[src/rtl/floating_addition_pkg.sv]
// Shared binary32 constants and the packed field view used by the adder.
package floating_addition_pkg;

  localparam int unsigned EXP_W  = 8;
  localparam int unsigned FRAC_W = 23;
  localparam int unsigned BIAS   = 127;

  localparam logic [EXP_W-1:0] EXP_MAX = 8'd255;
  localparam logic [31:0]      QNAN    = 32'h7FC00000;

  typedef struct packed {
    logic              sign;
    logic [EXP_W-1:0]  exp;
    logic [FRAC_W-1:0] frac;
  } fp32_t;

endpackage

[src/rtl/fadd_lzc.sv]
// 27-bit leading-zero counter; an all-zero input reports 27.
module fadd_lzc (
  input  logic [26:0] value_i,
  output logic [4:0]  count_o
);

  // Highest set bit wins because the scan runs upward and the last hit sticks.
  always_comb begin
    count_o = 5'd27;
    for (int i = 0; i < 27; i++) begin
      if (value_i[i]) count_o = 5'(26 - i);
    end
  end

endmodule

[src/rtl/floating_addition.sv]
// Binary32 adder, round-to-nearest-even, flush-to-zero, one registered stage.
// Defining FADD_IN_REG_EN adds an operand register in front (latency 2).
module floating_addition
  import floating_addition_pkg::*;
(
  input  logic        clk,
  input  logic        rst,
  input  logic [31:0] A,
  input  logic [31:0] B,
  output logic [31:0] result
);

  logic [31:0] op_a, op_b;

`ifdef FADD_IN_REG_EN
  logic [31:0] a_q, b_q;

  // Optional operand capture stage.
  always_ff @(posedge clk or posedge rst) begin
    if (rst) begin
      a_q <= '0;
      b_q <= '0;
    end else begin
      a_q <= A;
      b_q <= B;
    end
  end

  assign op_a = a_q;
  assign op_b = b_q;
`else
  assign op_a = A;
  assign op_b = B;
`endif

  fp32_t fa, fb;
  assign fa = op_a;
  assign fb = op_b;

  logic              a_nan, b_nan, a_inf, b_inf, a_big, eff_sub;
  logic [FRAC_W-1:0] frac_a, frac_b;
  logic              sign_l, sign_s;
  logic [EXP_W-1:0]  exp_l, exp_s, exp_diff;
  logic [23:0]       m_l, m_s;
  logic [26:0]       big, ext_s, lost_mask, aligned;
  logic [4:0]        shamt;

  // Classify, flush subnormals, order by magnitude and align the smaller operand.
  always_comb begin
    a_nan  = (fa.exp == EXP_MAX) && (fa.frac != '0);
    b_nan  = (fb.exp == EXP_MAX) && (fb.frac != '0);
    a_inf  = (fa.exp == EXP_MAX) && (fa.frac == '0);
    b_inf  = (fb.exp == EXP_MAX) && (fb.frac == '0);
    frac_a = (fa.exp == '0) ? '0 : fa.frac;
    frac_b = (fb.exp == '0) ? '0 : fb.frac;
    a_big  = {fa.exp, frac_a} >= {fb.exp, frac_b};
    sign_l = a_big ? fa.sign : fb.sign;
    sign_s = a_big ? fb.sign : fa.sign;
    exp_l  = a_big ? fa.exp : fb.exp;
    exp_s  = a_big ? fb.exp : fa.exp;
    m_l    = a_big ? {fa.exp != '0, frac_a} : {fb.exp != '0, frac_b};
    m_s    = a_big ? {fb.exp != '0, frac_b} : {fa.exp != '0, frac_a};
    eff_sub  = sign_l ^ sign_s;
    exp_diff = exp_l - exp_s;
    big      = {m_l, 3'b000};
    ext_s    = {m_s, 3'b000};
    shamt     = exp_diff[4:0];
    lost_mask = (27'd1 << shamt) - 27'd1;
    if (exp_diff >= 8'd26) begin
      aligned = {26'd0, |m_s};
    end else begin
      aligned = (ext_s >> shamt) | {26'd0, |(ext_s & lost_mask)};
    end
  end

  logic [27:0] sum_add;
  logic [26:0] sum_sub;
  logic [4:0]  lz;

  assign sum_add = {1'b0, big} + {1'b0, aligned};
  assign sum_sub = big - aligned;

  fadd_lzc u_lzc (
    .value_i (sum_sub),
    .count_o (lz)
  );

  logic              res_zero, zero_sign, round_up;
  logic [26:0]       norm;
  logic signed [9:0] exp_n, exp_f;
  logic [24:0]       mant_r;
  logic [22:0]       frac_f;

  // Normalize the raw sum/difference, then round to nearest-even.
  always_comb begin
    res_zero  = eff_sub ? (sum_sub == '0) : (sum_add == '0);
    zero_sign = eff_sub ? 1'b0 : sign_l;
    if (!eff_sub) begin
      if (sum_add[27]) begin
        norm  = {sum_add[27:2], sum_add[1] | sum_add[0]};
        exp_n = $signed({2'b00, exp_l}) + 10'sd1;
      end else begin
        norm  = sum_add[26:0];
        exp_n = $signed({2'b00, exp_l});
      end
    end else begin
      // Bit 0 is replicated so a sticky bit survives a one-place shift.
      norm  = (sum_sub << lz) | {26'd0, sum_sub[0]};
      exp_n = $signed({2'b00, exp_l}) - $signed({5'd0, lz});
    end
    round_up = norm[2] & (norm[1] | norm[0] | norm[3]);
    mant_r   = {1'b0, norm[26:3]} + {24'd0, round_up};
    if (mant_r[24]) begin
      frac_f = mant_r[23:1];
      exp_f  = exp_n + 10'sd1;
    end else begin
      frac_f = mant_r[22:0];
      exp_f  = exp_n;
    end
  end

  logic [31:0] res_d, result_q;

  // Specials take priority over the arithmetic path.
  always_comb begin
    res_d = '0;
    if (a_nan || b_nan || (a_inf && b_inf && (fa.sign != fb.sign))) begin
      res_d = QNAN;
    end else if (a_inf || b_inf) begin
      res_d = a_inf ? op_a : op_b;
    end else if (res_zero) begin
      res_d = {zero_sign, 31'd0};
    end else if (exp_f <= 10'sd0) begin
      res_d = {sign_l, 31'd0};
    end else if (exp_f >= $signed({2'b00, EXP_MAX})) begin
      res_d = {sign_l, EXP_MAX, 23'd0};
    end else begin
      res_d = {sign_l, exp_f[7:0], frac_f};
    end
  end

  // Output register.
  always_ff @(posedge clk or posedge rst) begin
    if (rst) result_q <= '0;
    else     result_q <= res_d;
  end

  assign result = result_q;

endmodule

[config.mk]
export PLATFORM = sky130hd
export DESIGN_NAME = floating_addition
export DESIGN_NICKNAME = d
export VERILOG_FILES = /design/src/rtl/floating_addition_pkg.sv /design/src/rtl/fadd_lzc.sv /design/src/rtl/floating_addition.sv
export SDC_FILE = /design/constraint.sdc
export NUM_CORES = 1
export LEC_CHECK = 0
export ABC_AREA = 1
export CAP_MARGIN = 20
export CORE_MARGIN = 4
export CORE_UTILIZATION = 45
export CTS_BUF_LIST = sky130_fd_sc_hd__clkbuf_16
export DETAILED_ROUTE_END_ITERATION = 10
export DONT_BUFFER_PORTS = 1
export GPL_TIMING_DRIVEN = 0
export SLEW_MARGIN = 10
export SYNTH_ARGS = -nofsm -noshare
export SYNTH_HDL_FRONTEND = slang
export SYNTH_SLANG_ARGS = --single-unit
export TNS_END_PERCENT = 100
[constraint.sdc]
create_clock -name clk -period 2.4 [get_ports clk]
set_clock_uncertainty 0.15 [all_clocks]
set_input_delay 0.36 -clock clk [delete_from_list [all_inputs] [get_ports clk]]
set_output_delay 0.36 -clock clk [all_outputs]
set_load 0.05 [all_outputs]
-- Yosys cells after proc, flatten, opt, wreduce, memory -nomap -nowiden
Index checks and enable logic that the tools add are counted.
- bits of input ports: 66
- flip-flop bits (word level): 32
- word-level logic and storage cells: 98
- output and inout port bits: 32
- equality and inequality tests: 3
- reduce and logical (&&, ||, !) cells: 21
- muxes and demuxes: 50
- order comparisons: 4
- bitwise operators: 8
- add/sub/neg operators: 8
- shift operators: 3
- operators by type and width (operator ; number):
    $mux 32 ; 4
    $mux 27 ; 3
    $mux 5 ; 16
    $mux 23 ; 3
    $mux 31 ; 2
    $or 27x1->27 ; 2
    $mux 24 ; 2
    $logic_not 23->1 ; 2
    $reduce_bool 23->1 ; 2
    $mux 4 ; 8
    $ge 31x31->1 ; 1
    $add 27x27->28 ; 1
    $logic_not 28->1 ; 1
    $and 27x27->27 ; 1
    $logic_not 27->1 ; 1
    $reduce_or 27->1 ; 1
    $shl 1x5->27 const A ; 1
    $shl 27x5->27 ; 1
    $shr 27x5->27 ; 1
    $sub 27x1->27 const B ; 1
    $sub 27x27->27 ; 1
    $add 24x1->25 ; 1
    $reduce_or 24->1 ; 1
    $mux 10 ; 2
    other kinds (20) ; 38

-- Longest topological paths before layout
- depth in word-level cells: 53
- depth in mapped cells: 91
- gate-level depth less buffers: 88

-- Cells and area by module
From an unflattened synthesis, not the netlist that was laid out.
- cell total of the unflattened synthesis: 2405
- area, all modules: 12818.5 um^2
- by module, submodules not included (module ; instances ; area an instance (um^2) ; sequential area each (um^2) ; cells each):
    floating_addition ; 1 ; 12465.7 ; 800.8 ; 2325
    fadd_lzc ; 1 ; 352.8 ; 0.0 ; 80

-- Worst setup path before layout
Ideal clock, no wire load.
- path type: input to register
- start: in B[29]
- end: reg result_q[21], in the netlist result[21]
- library setup time: 0.132 ns
- stages on the path: 73
- path slack: -7.471 ns
- buffers on the path: 9
- required time: 2.118 ns
- arrival time: 9.589 ns
- cell sequence: inv_1 > nand4_1 > nor2_1 > buf_2 > buf_1 > nor2_1 > inv_1 > ha_1 > nand2_1 > inv_1 > a21oi_1 > nand2_1 > nand2_1 > nand2_1 > nand2_2 > nand2_4 > nand2_1 > nand3_1 > [37 not listed] > nand2_1 > nor2_1 > ha_1 > inv_1 > nor2_1 > nand3_1 > nor2_4 > nand3_2 > buf_6 > xor2_1 > nand2_1 > nor2_1 > nand2_1 > nand2_2 > buf_6 > nor2_1 > nand2_1 > nor2_1
- cells in the longest elaborated chain, start to end: 53
- elaborated cells on any way between the ends: 84
- classes of those cells: add/sub: 8; order compare: 4; eq/ne: 1; shift: 3; mux: 47; bitwise: 8; reduce/logical: 13
- RTL lines (element ; line ; RTL):
    start, declared ; floating_addition.sv:9 ; input logic [31:0] B,
    $logic_not 8->1 ; floating_addition.sv:55 ; frac_b = (fb.exp == '0) ? '0 : fb.frac;
    $mux 23 ; floating_addition.sv:55 ;
    $ge 31x31->1 ; floating_addition.sv:56 ; a_big = {fa.exp, frac_a} >= {fb.exp, frac_b};
    $mux 8, on equally long branches ; floating_addition.sv:59, floating_addition.sv:60 ;
    $sub 8x8->8 ; floating_addition.sv:64 ; exp_diff = exp_l - exp_s;
    $shl 1x5->27 ; floating_addition.sv:68 ; lost_mask = (27'd1 << shamt) - 27'd1;
    $sub 27x1->27 ; floating_addition.sv:68 ;
    $and 27x27->27 ; floating_addition.sv:72 ; aligned = (ext_s >> shamt) | {26'd0, |(ext_s & lost_mask)};
    [38 not listed] ; n/a ;
    $mux 10 ; floating_addition.sv:113 ; if (mant_r[24]) begin
    $ge 10x9->1 ; floating_addition.sv:135 ; end else if (exp_f >= $signed({2'b00, EXP_MAX})) begin
    $mux 31 ; floating_addition.sv:135 ;
    $mux 31 ; floating_addition.sv:133 ; end else if (exp_f <= 10'sd0) begin
    $mux 32 ; floating_addition.sv:131 ; end else if (res_zero) begin
    $mux 32 ; floating_addition.sv:129 ; end else if (a_inf || b_inf) begin
    $mux 32 (*) ; floating_addition.sv:127 ; if (a_nan || b_nan || (a_inf && b_inf && (fa.sign != fb.sign))) begin
    net res_d[21] ; floating_addition.sv:122 ; logic [31:0] res_d, result_q;
    end signal, assigned ; floating_addition.sv:145 ; else result_q <= res_d;
    end, declared ; floating_addition.sv:122 ;
Mark *: on every way through the listed nets, which the timed path passes. The rest lies on a longest branch.

-- Final worst setup path
- start: in B[30]
- end: reg result_q[10], in the netlist result[10]
Same word-level chain as after synthesis.

==> impl_metrics.tcl <==
set metrics [dict create \
    hp-class "in -> reg" \
    grt_setup_unrepaired "true" \
    power.density_nw_per_um2 817 \
    clkPwrFrac_pct 4.1 \
    ys_types 64 \
    num_rows 60 \
    required_ns 2.38 \
    wirelength_mm 54.1 \
    grt_overflow_total 0 \
    arrival_ns 9.50 \
    cp_max_fo 10 \
    cts-root-buf "clkbuf_16" \
    via_per_inst 5.87 \
    first_iter_violations 1600 \
    path_class "in -> reg" \
    final_cell_count_no_fill 2814 \
    relSlewSlack_pct 25.2 \
    initial_core_util_pct 45.7 \
    p_int_mw 5.29 \
    avgSynthCellArea_sq_um 5.35 \
    synthArstFlopShare_pct 100 \
    nFillCells 2605 \
    ys_warn_count 0 \
    ys.flop_type "dfrtp_1" \
    synthTopCellsByArea "nand2_1 20%, nand3_1 13%, inv_1 9.4%" \
    gp_congestion 1.00 \
    antenna_cells 0 \
    swShare_pct 61.5 \
    syn_inst 2297 \
    largest_reg_flops 32 \
    numCtsBuffers 5 \
    synth-edff-count 0 \
    drive_above_1_share_pct 28.8 \
    setup_tns_ns -224.68 \
    vdd_drop_max_uv 421 \
    grt_pass1_wl_mm 82.6 \
    clk_pin_slew_ns 0.05 \
    cpPeakStageDelay_ns 0.33 \
    cts_sinks 32 \
    grt_pass1_vias 15711 \
    numPortBuffers 0 \
    synth_nets 2456 \
    dp_cells 2639 \
    die_area_sq_um 30000 \
    drv_cap 0 \
    setup_viol 32 \
    clock_path_buffers 2 \
    dr_total_vias 16506 \
    outcome "complete, but fails checks" \
    fp.dieW_microns 173 \
    antenna_found_initial 0 \
    p_leak_nw 8.36 \
    pin_count 98 \
    final-seq-area_sq_um 801 \
    finalPower_mw 13.8 \
    end_kind "flop" \
    pwr-share-seq_pct 12.9 \
    ys_seq_area_share_pct 6.52 \
    fmaxAchievable_mhz 105 \
    mostFrequentLayoutCell "nand2_1" \
    multi_input_area_sq_um 11700 \
    hold-worst-slack_ns 0.148 \
    dp_hpwl_mm 42.0 \
    p_sw_mw 8.47 \
    die_h_microns 173 \
    grt_max_degree 24 \
    hold_violations 0 \
    cp_slowest_cell "ha_1" \
    wl_per_cell_microns 19.2 \
    worst_pin_slew_ns 1.11 \
    ant_nets 0 \
    slew_viol_final 0 \
    drcViolationCount 0 \
    grt.total_usage_pct 33.5 \
    cts_tree "built" \
    first_pass_iters 6 \
    setup_slack_ns -7.13 \
    yosysTopAreaCell "nand2_1" \
    p_comb_share_pct 83.0 \
    core-area_sq_um 26900 \
    period_needed_ns 9.53 \
    syn-cell-area_sq_um 12300 \
    cts_htree_levels 2 \
    fin_crit_sh_pct 397 \
    start_kind "input pin" \
    failed_checks "setup timing" \
    crit_top_cell "nand2_2" \
    synth_top_cell_area_share_pct 19.6 \
    fin_nets 2632 \
    final_cell_mix "557 x nand2_1, 287 x nand3_1, 256 x inv_1" \
    syn2layout_area_growth_pct 37.1 \
    synth_seq_cells 32 \
]
-- worst max-delay path: cells and delay by family --
kind | cells | cell delay (ns)
adders and majority gates | 3 | 0.70
buffers and inverters | 13 | 1.46
xor gates and xnor gates | 3 | 0.62
AOI/OAI and AO/OA | 10 | 1.53
and+or+nand+nor | 41 | 4.73
-- power groups by stage --
| stage | sequential (mW) | clock (mW) | combinational (mW) |
|---|---|---|---|
| after floorplan | 1.76 | 0 | 6.63 |
| after global placement | 1.80 | 0 | 8.82 |
| after detailed placement | 1.80 | 0 | 8.88 |
| after CTS | 1.79 | 0.568 | 10.2 |
| after global routing | 1.80 | 0.600 | 12.4 |
| final | 1.78 | 0.562 | 11.4 |
-- kinds of logic (layout without fill, tap and decap cells) --
family / count (synthesis) / after routing / share of synthesized area, %
AOI/OAI and AO/OA: 308 / 308 / 14.9
DFF: 32 / 32 / 6.52
buffers and inverters: 423 / 596 / 14.1
xor gates and xnor gates: 61 / 61 / 4.81
adders and majority gates: 93 / 93 / 9.60
and+or+nand+nor: 1380 / 1383 / 50.0
-- timing repair --
item / in CTS / in global routing
endpoints found under the setup margin: 32 / 32
setup buffers: 111 / 51
resized for setup: 321 / 226
endpoints found under the hold margin: 9 / 0
hold buffers: 1 / 0
gates cloned: 11 / 0
pin swaps: 124 / 135
-- cell usage after synthesis, types with 19 or more instances --
cell	number
buf_2	26
nand2_2	19
clkbuf_1	42
ha_1	91
a21oi_1	86
nor2_1	234
xor2_1	49
dfrtp_1	32
nand3_1	324
inv_2	19
o21ai_1	31
inv_1	307
nor3_1	38
nand2_1	641
nand4_1	48
o21ai_0	104
-- path summary, 6_finish.rpt --
path | start | end | cells after the start | slack, ns
max in group asynchronous | rst | result[29]$_DFF_PP0_ | 3 | 1.27
max | B[30] | result[10]$_DFF_PP0_ | 70 | -7.13
min in group asynchronous | rst | result[9]$_DFF_PP0_ | 2 | 0.38
min | A[31] | result[31]$_DFF_PP0_ | 2 | 0.15
-- area by class of cell --
class | instances | area share (%)
clock inverters | 2 | 0.0446
multi-input cells | 1845 | 69.7
clock buffers | 5 | 0.743
well taps | 341 | 2.53
repair buffers | 171 | 9.24
flip-flops and latches | 32 | 4.76
plain buffers | 87 | 4.59
inverters | 331 | 8.37
-- layer usage --
layer | global-route usage [%] | routed length [microns] | vias up
li1 | - | - | 7866
met1 | 40.5 | 21200 | 7606
met2 | 57.6 | 25300 | 798
met3 | 3.28 | 3470 | 236
met4 | 20.0 | 4090 | 0
met5 | 0 | 0 | -
-- through the flow --
step,setup WS (ns),area (sq um),util [%]
finish,-7.13,16800,62.7
global route,-7.57,16800,62.7
detailed placement,-8.72,13200,49.1
CTS,-6.82,15600,58.0
floorplan,-6.41,12700,-
global placement,-8.58,13200,49.0
Power figures use the tool's default switching activity.
